[src/rtl/seg_pkg.sv]
// Shared constants and types for the seven-segment serial driver.
// Glyphs are active-low {g,f,e,d,c,b,a}; the DP bit is added by the encoder.
package seg_pkg;

  localparam int unsigned FRAME_BITS = 64;
  localparam logic [7:0]  SEG_BLANK  = 8'hFF;

  // Entry 15 is leftmost, so index 0 is the last element listed.
  localparam logic [15:0][6:0] SEG_GLYPH = {
    7'h0E, 7'h06, 7'h21, 7'h46,   // F E d C
    7'h03, 7'h08, 7'h10, 7'h00,   // b A 9 8
    7'h78, 7'h02, 7'h12, 7'h19,   // 7 6 5 4
    7'h30, 7'h24, 7'h79, 7'h40    // 3 2 1 0
  };

  typedef enum logic {
    IDLE  = 1'b0,
    SHIFT = 1'b1
  } seg_state_e;

endpackage

[src/rtl/hex7seg_enc.sv]
// One digit's active-low segment byte {dp,g,f,e,d,c,b,a}.
// i_dp=1 lights the point; i_blank forces every segment off.
module hex7seg_enc
  import seg_pkg::*;
(
  input  logic [3:0] i_nibble,
  input  logic       i_dp,
  input  logic       i_blank,
  output logic [7:0] o_seg
);

  assign o_seg = i_blank ? SEG_BLANK : {~i_dp, SEG_GLYPH[i_nibble]};

endmodule

[src/rtl/seg_serial_driver.sv]
// Builds a 64-bit segment frame on a Start rising edge and shifts it MSB first
// into the external shift-register chain; SEG_PEN shows the latched frame when idle.
module seg_serial_driver
  import seg_pkg::*;
#(
  parameter int unsigned HALF_PER = 1
) (
  input  logic        clk,
  input  logic        rst,
  input  logic        Start,
  input  logic        flash,
  input  logic [31:0] Hexs,
  input  logic [7:0]  point,
  input  logic [7:0]  LES,
  output logic        seg_clk,
  output logic        seg_clrn,
  output logic        seg_sout,
  output logic        SEG_PEN
);

  localparam int unsigned     CNT_W     = (HALF_PER > 1) ? $clog2(HALF_PER) : 1;
  localparam logic [CNT_W-1:0] HALF_LAST = CNT_W'(HALF_PER - 1);

  seg_state_e            r_state, w_state_nxt;
  logic [FRAME_BITS-1:0] r_frame, w_frame_nxt;
  logic [5:0]            r_bit_cnt, w_bit_nxt;
  logic [CNT_W-1:0]      r_half_cnt, w_half_nxt;
  logic                  r_phase, w_phase_nxt;     // 0 = low half, 1 = high half
  logic                  r_seg_clk, w_clk_nxt;
  logic                  r_sout, w_sout_nxt;
  logic                  r_pen, w_pen_nxt;
  logic                  r_clrn;
  logic                  r_start_q;

  logic [FRAME_BITS-1:0] w_frame;
  logic                  w_start_edge;

  for (genvar i = 0; i < 8; i++) begin : g_digit
    hex7seg_enc u_enc (
      .i_nibble (Hexs[4*i +: 4]),
      .i_dp     (point[i]),
      .i_blank  (LES[i] & ~flash),
      .o_seg    (w_frame[8*i +: 8])
    );
  end

  assign w_start_edge = Start & ~r_start_q;

  // NOTE: every signal assigned here gets a default first, so no path can
  // leave one unassigned and infer a latch.
  always_comb begin
    w_state_nxt = r_state;
    w_frame_nxt = r_frame;
    w_bit_nxt   = r_bit_cnt;
    w_half_nxt  = r_half_cnt;
    w_phase_nxt = r_phase;
    w_clk_nxt   = r_seg_clk;
    w_sout_nxt  = r_sout;
    w_pen_nxt   = r_pen;

    unique case (r_state)
      IDLE: begin
        w_clk_nxt = 1'b0;
        if (w_start_edge) begin
          w_state_nxt = SHIFT;
          w_frame_nxt = w_frame;
          w_sout_nxt  = w_frame[FRAME_BITS-1];
          w_pen_nxt   = 1'b0;
          w_bit_nxt   = 6'(FRAME_BITS - 1);
          w_half_nxt  = '0;
          w_phase_nxt = 1'b0;
        end
      end
      SHIFT: begin
        if (r_half_cnt == HALF_LAST) begin
          w_half_nxt = '0;
          if (!r_phase) begin
            w_phase_nxt = 1'b1;
            w_clk_nxt   = 1'b1;
          end else if (r_bit_cnt == 6'd0) begin
            w_state_nxt = IDLE;
            w_clk_nxt   = 1'b0;
            w_pen_nxt   = 1'b1;
          end else begin
            // Shift after the high half so seg_sout stays put across the rise.
            w_bit_nxt   = r_bit_cnt - 6'd1;
            w_phase_nxt = 1'b0;
            w_clk_nxt   = 1'b0;
            w_frame_nxt = r_frame << 1;
            w_sout_nxt  = r_frame[FRAME_BITS-2];
          end
        end else begin
          w_half_nxt = r_half_cnt + 1'b1;
        end
      end
      default: w_state_nxt = IDLE;
    endcase
  end

  // NOTE: state is updated with non-blocking assignments so every register
  // samples the pre-edge values, independent of statement order.
  always_ff @(posedge clk) begin
    if (rst) begin
      r_state    <= IDLE;
      r_frame    <= '0;
      r_bit_cnt  <= '0;
      r_half_cnt <= '0;
      r_phase    <= 1'b0;
      r_seg_clk  <= 1'b0;
      r_sout     <= 1'b1;
      r_pen      <= 1'b0;
      r_clrn     <= 1'b0;
      r_start_q  <= 1'b0;
    end else begin
      r_state    <= w_state_nxt;
      r_frame    <= w_frame_nxt;
      r_bit_cnt  <= w_bit_nxt;
      r_half_cnt <= w_half_nxt;
      r_phase    <= w_phase_nxt;
      r_seg_clk  <= w_clk_nxt;
      r_sout     <= w_sout_nxt;
      r_pen      <= w_pen_nxt;
      r_clrn     <= 1'b1;
      r_start_q  <= Start;
    end
  end

  assign seg_clk  = r_seg_clk;
  assign seg_clrn = r_clrn;
  assign seg_sout = r_sout;
  assign SEG_PEN  = r_pen;

endmodule

[config.mk]
export PLATFORM = sky130hd
export DESIGN_NAME = seg_serial_driver
export DESIGN_NICKNAME = d
export VERILOG_FILES = /design/src/rtl/seg_pkg.sv /design/src/rtl/hex7seg_enc.sv /design/src/rtl/seg_serial_driver.sv
export SDC_FILE = /design/constraint.sdc
export NUM_CORES = 1
export LEC_CHECK = 0
export CAP_MARGIN = 20
export CORE_MARGIN = 2
export CORE_UTILIZATION = 33
export CTS_BUF_LIST = sky130_fd_sc_hd__clkbuf_4 sky130_fd_sc_hd__clkbuf_8
export CTS_CLUSTER_SIZE = 24
export DETAILED_ROUTE_END_ITERATION = 8
export PLACE_DENSITY = 0.49
export SLEW_MARGIN = 20
export SYNTH_ARGS = -nofsm -noshare
export SYNTH_HDL_FRONTEND = slang
export SYNTH_HIERARCHICAL = 1
export SYNTH_SLANG_ARGS = --single-unit
[constraint.sdc]
create_clock -name clk -period 1.6 [get_ports clk]
set_clock_uncertainty 0.05 [all_clocks]
set_input_delay 0.16 -clock clk [delete_from_list [all_inputs] [get_ports clk]]
set_output_delay 0.16 -clock clk [all_outputs]
set_load 0.1 [all_outputs]
==> metrics.json <==
{
  "die": {
    "initial_utilization_pct": 34.0,
    "core-area_sq_mm": 0.0167,
    "die-height_microns": 135,
    "floorplan.die_area_sq_mm": 0.0183,
    "num_rows": 47,
    "die-width_microns": 135,
    "ios": 56
  },
  "outcome": {
    "outcome": "finished, violations left",
    "failed_checks": "negative setup slack"
  },
  "logic_synthesis": {
    "synthDominantCellAreaShare_pct": 26.8,
    "synth_most_common_cell": "sky130_fd_sc_hd__nor2_1",
    "netlist_instances": 670,
    "largest_cells_by_area_after_synthesis": "sky130_fd_sc_hd__dfxtp_1, sky130_fd_sc_hd__mux2i_1, sky130_fd_sc_hd__ha_1",
    "synth_common_cells": "sky130_fd_sc_hd__nor2_1, sky130_fd_sc_hd__mux2i_1, sky130_fd_sc_hd__dfxtp_1, sky130_fd_sc_hd__a211oi_1, sky130_fd_sc_hd__ha_1",
    "synth.yosys.warnings": 6,
    "synth_edf_count": 0,
    "mappedNetlistArea_sq_mm": 0.00568,
    "syn_avg_cell_area_sq_um": 8.48,
    "mappedNetlistNets": 780,
    "synth-async-reset-ratio_pct": 0,
    "count_of_cell_types_in_the_netlist": 46,
    "post-synth-top-area-cell": "sky130_fd_sc_hd__dfxtp_1",
    "synth-seq-cells": 76,
    "seq_area_frac_synth_pct": 26.8,
    "ys_dominant_reg_cell": "sky130_fd_sc_hd__dfxtp_1"
  },
  "clock_network": {
    "clock-root-buffer": "sky130_fd_sc_hd__clkbuf_8",
    "cts.path.max_buffers": 2,
    "clock_tree.htree_level_count": 3,
    "source_to_sink_clock_delay_at_the_later_pin_of_the_worst_skew_pair_ps": 340,
    "cts_clk_pin_slew_worst_paths_ps": 80,
    "tritoncts.num_buffers": 9,
    "clock-sinks": 76,
    "hold_buffers": 0,
    "tritoncts": "done"
  },
  "final_layout": {
    "synthToLayoutAreaGrowth_pct": 38.7,
    "final_area_sq_mm": 0.00788,
    "antenna-diode-count": 0,
    "final_layout_size_suffix_gt1_share_pct": 25.1,
    "layout.filler_cells": 1663,
    "design.final.nets": 940
  },
  "detailed_routing": {
    "vias_per_cell": 5.06,
    "drt_first_pass_iters": 4,
    "routed_wire_length_per_instance_microns": 13.2,
    "detail_route.wirelength_microns": 13900,
    "antenna_violating_nets_post_route": 0,
    "route.detailed.drc": 0,
    "detail_route.iter0.violations": 169,
    "route.vias.total": 5340
  },
  "global_routing": {
    "total_track_usage_pct": 15.4,
    "overflow": 0,
    "pin_count_of_the_biggest_net_entering_global_routing": 33,
    "grt_pass1_vias": 5403,
    "grt_antenna_before_repair": 0,
    "global_route_wire_length_before_repair_microns": 23900
  },
  "timing": {
    "hold-worst-slack_ps": 248,
    "setup-violations-final": 70,
    "timing.final.hold_violations": 0,
    "rsz0062_at_grt": "yes",
    "post-route-worst-setup-slack_ps": -131,
    "slew_violations": 0,
    "max_freq_mhz": 578,
    "fin_setup_tns_ps": -5090,
    "worst_slew_pin_slew_ps": 459,
    "layout_min_cycle_time_ps": 1730,
    "worst_slew_margin_rel_pct": 69.4,
    "layout_worst_path_cycle_share_pct": 108
  },
  "placement": {
    "dp_hpwl_microns": 10300,
    "placement.setup.worst_slack_ps": -492,
    "numPortBuffers": 55,
    "gp_congestion": 0.824,
    "placedInstanceArea_sq_mm": 0.00729
  },
  "min_path": {
    "hold_class": "in2reg"
  },
  "critical_path": {
    "arrival_worst_endpoint_ps": 1890,
    "setup.worst_path.start_class": "flip-flop",
    "crit_required_ps": 1760,
    "setup.worst_path.class": "reg2reg",
    "path_max_fanout": 8,
    "worst_setup_path_end_kind": "flip-flop"
  },
  "pwr": {
    "leakage_dissipation_nw": 3.39,
    "power-per-cell-area_mw_per_mm2": 737,
    "ir_drop_mv": 0.450,
    "finalPower_w": 0.00581
  },
  "flow_run": {
    "drv_cap": 0
  }
}
state kept, by name, summed over array words and instances (netlist names):
signal and cells:
r_bit_cnt 6, seg_clrn 1, seg_sout 1, r_phase 1, r_start_q 1, seg_clk 1, r_frame 63, SEG_PEN 1
r_state 1
layout make-up:
cell class                      instances  area (sq um)  area share [%]
Clock buffer                            9           124            1.57
Clock inverter                          7          91.3            1.16
Inverter                               46           173            2.19
Multi-Input combinational cell        495          3870            49.0
Sequential cell                        76          1530            19.4
Tap cell                              220           275            3.49
Timing Repair Buffer                  202          1830            23.2
cells by family (layout without fill, tap and decap cells):
group,Yosys count,count (layout),share of synthesized area [%]
AO/OA/AOI/OAI,186,186,23.2
adder cells (fa/ha/maj),58,58,12.8
buffers and inverters,99,264,8.26
flip-flops,76,76,26.8
multiplexers,86,86,15.3
AND/OR/NAND/NOR,165,165,13.7
cell usage in the layout (no fill, tap or decap), types with 9 or more instances in the layout:
cell type and instances:
sky130_fd_sc_hd__buf_12 9, sky130_fd_sc_hd__dfxtp_1 73, sky130_fd_sc_hd__a21oi_1 9, sky130_fd_sc_hd__a211oi_1 46, sky130_fd_sc_hd__ha_1 57, sky130_fd_sc_hd__nor2b_1 17, sky130_fd_sc_hd__nand2_1 21, sky130_fd_sc_hd__buf_4 130
sky130_fd_sc_hd__o21ai_0 30, sky130_fd_sc_hd__clkbuf_8 9, sky130_fd_sc_hd__nand2b_1 16, sky130_fd_sc_hd__mux2i_1 81, sky130_fd_sc_hd__inv_1 44, sky130_fd_sc_hd__a211oi_2 21, sky130_fd_sc_hd__nor2_1 84, sky130_fd_sc_hd__clkdlybuf4s50_1 49
sky130_fd_sc_hd__a31oi_1 30
worst paths after layout:
check	endpoint	slack, ps	cells after the start	start
setup / recovery	r_bit_cnt[2]	-130	8	r_bit_cnt[0]
hold / removal	r_bit_cnt[4]	250	2	rst
setup reg to reg	r_bit_cnt[2]	-130	8	r_bit_cnt[0]
hold reg to reg	r_frame[0]	440	2	r_frame[0]
per-layer routing:
metal / part of all wire [%] / wire length, microns / track usage, %
met5: 0 / 0 / 0
met4: 0.73 / 101 / 3.99
met3: 2.4 / 327 / 1.98
met2: 50 / 6960 / 28.3
met1: 47 / 6520 / 19.0
per-stage QoR:
| stage | cells | utilization [%] |
|---|---|---|
| after floorplan | 670 | - |
| after global placement | 1023 | 43.6 |
| after detailed placement | 1023 | 43.6 |
| after CTS | 1051 | 46.2 |
| after global routing | 1055 | 47.2 |
| final | 1055 | 47.2 |
critical path, stage by stage (launching register included):
cell and delay, ps:
sky130_fd_sc_hd__dfxtp_2 340, sky130_fd_sc_hd__inv_2 50, sky130_fd_sc_hd__ha_4 140, sky130_fd_sc_hd__and4bb_2 230, sky130_fd_sc_hd__a22oi_2 210, sky130_fd_sc_hd__buf_6 190, sky130_fd_sc_hd__buf_6 140, sky130_fd_sc_hd__and4_1 200
sky130_fd_sc_hd__nor4_2 50
power by group:
group          internal, W  leakage (nW)  total, W  switching, W
clock network     0.000873         0.109   0.00159      0.000718
logic              0.00102          2.65   0.00200      0.000975
registers          0.00210         0.629   0.00222      0.000118
repair_timing:
| item | in CTS | in global routing |
|---|---|---|
| gates cloned | 3 | 0 |
| endpoints found under the setup margin | 68 | 70 |
| setup buffers | 9 | 6 |
| resized for setup | 16 | 42 |
| pin swaps | 12 | 22 |
Note: power is estimated with default switching activity, not from simulation.
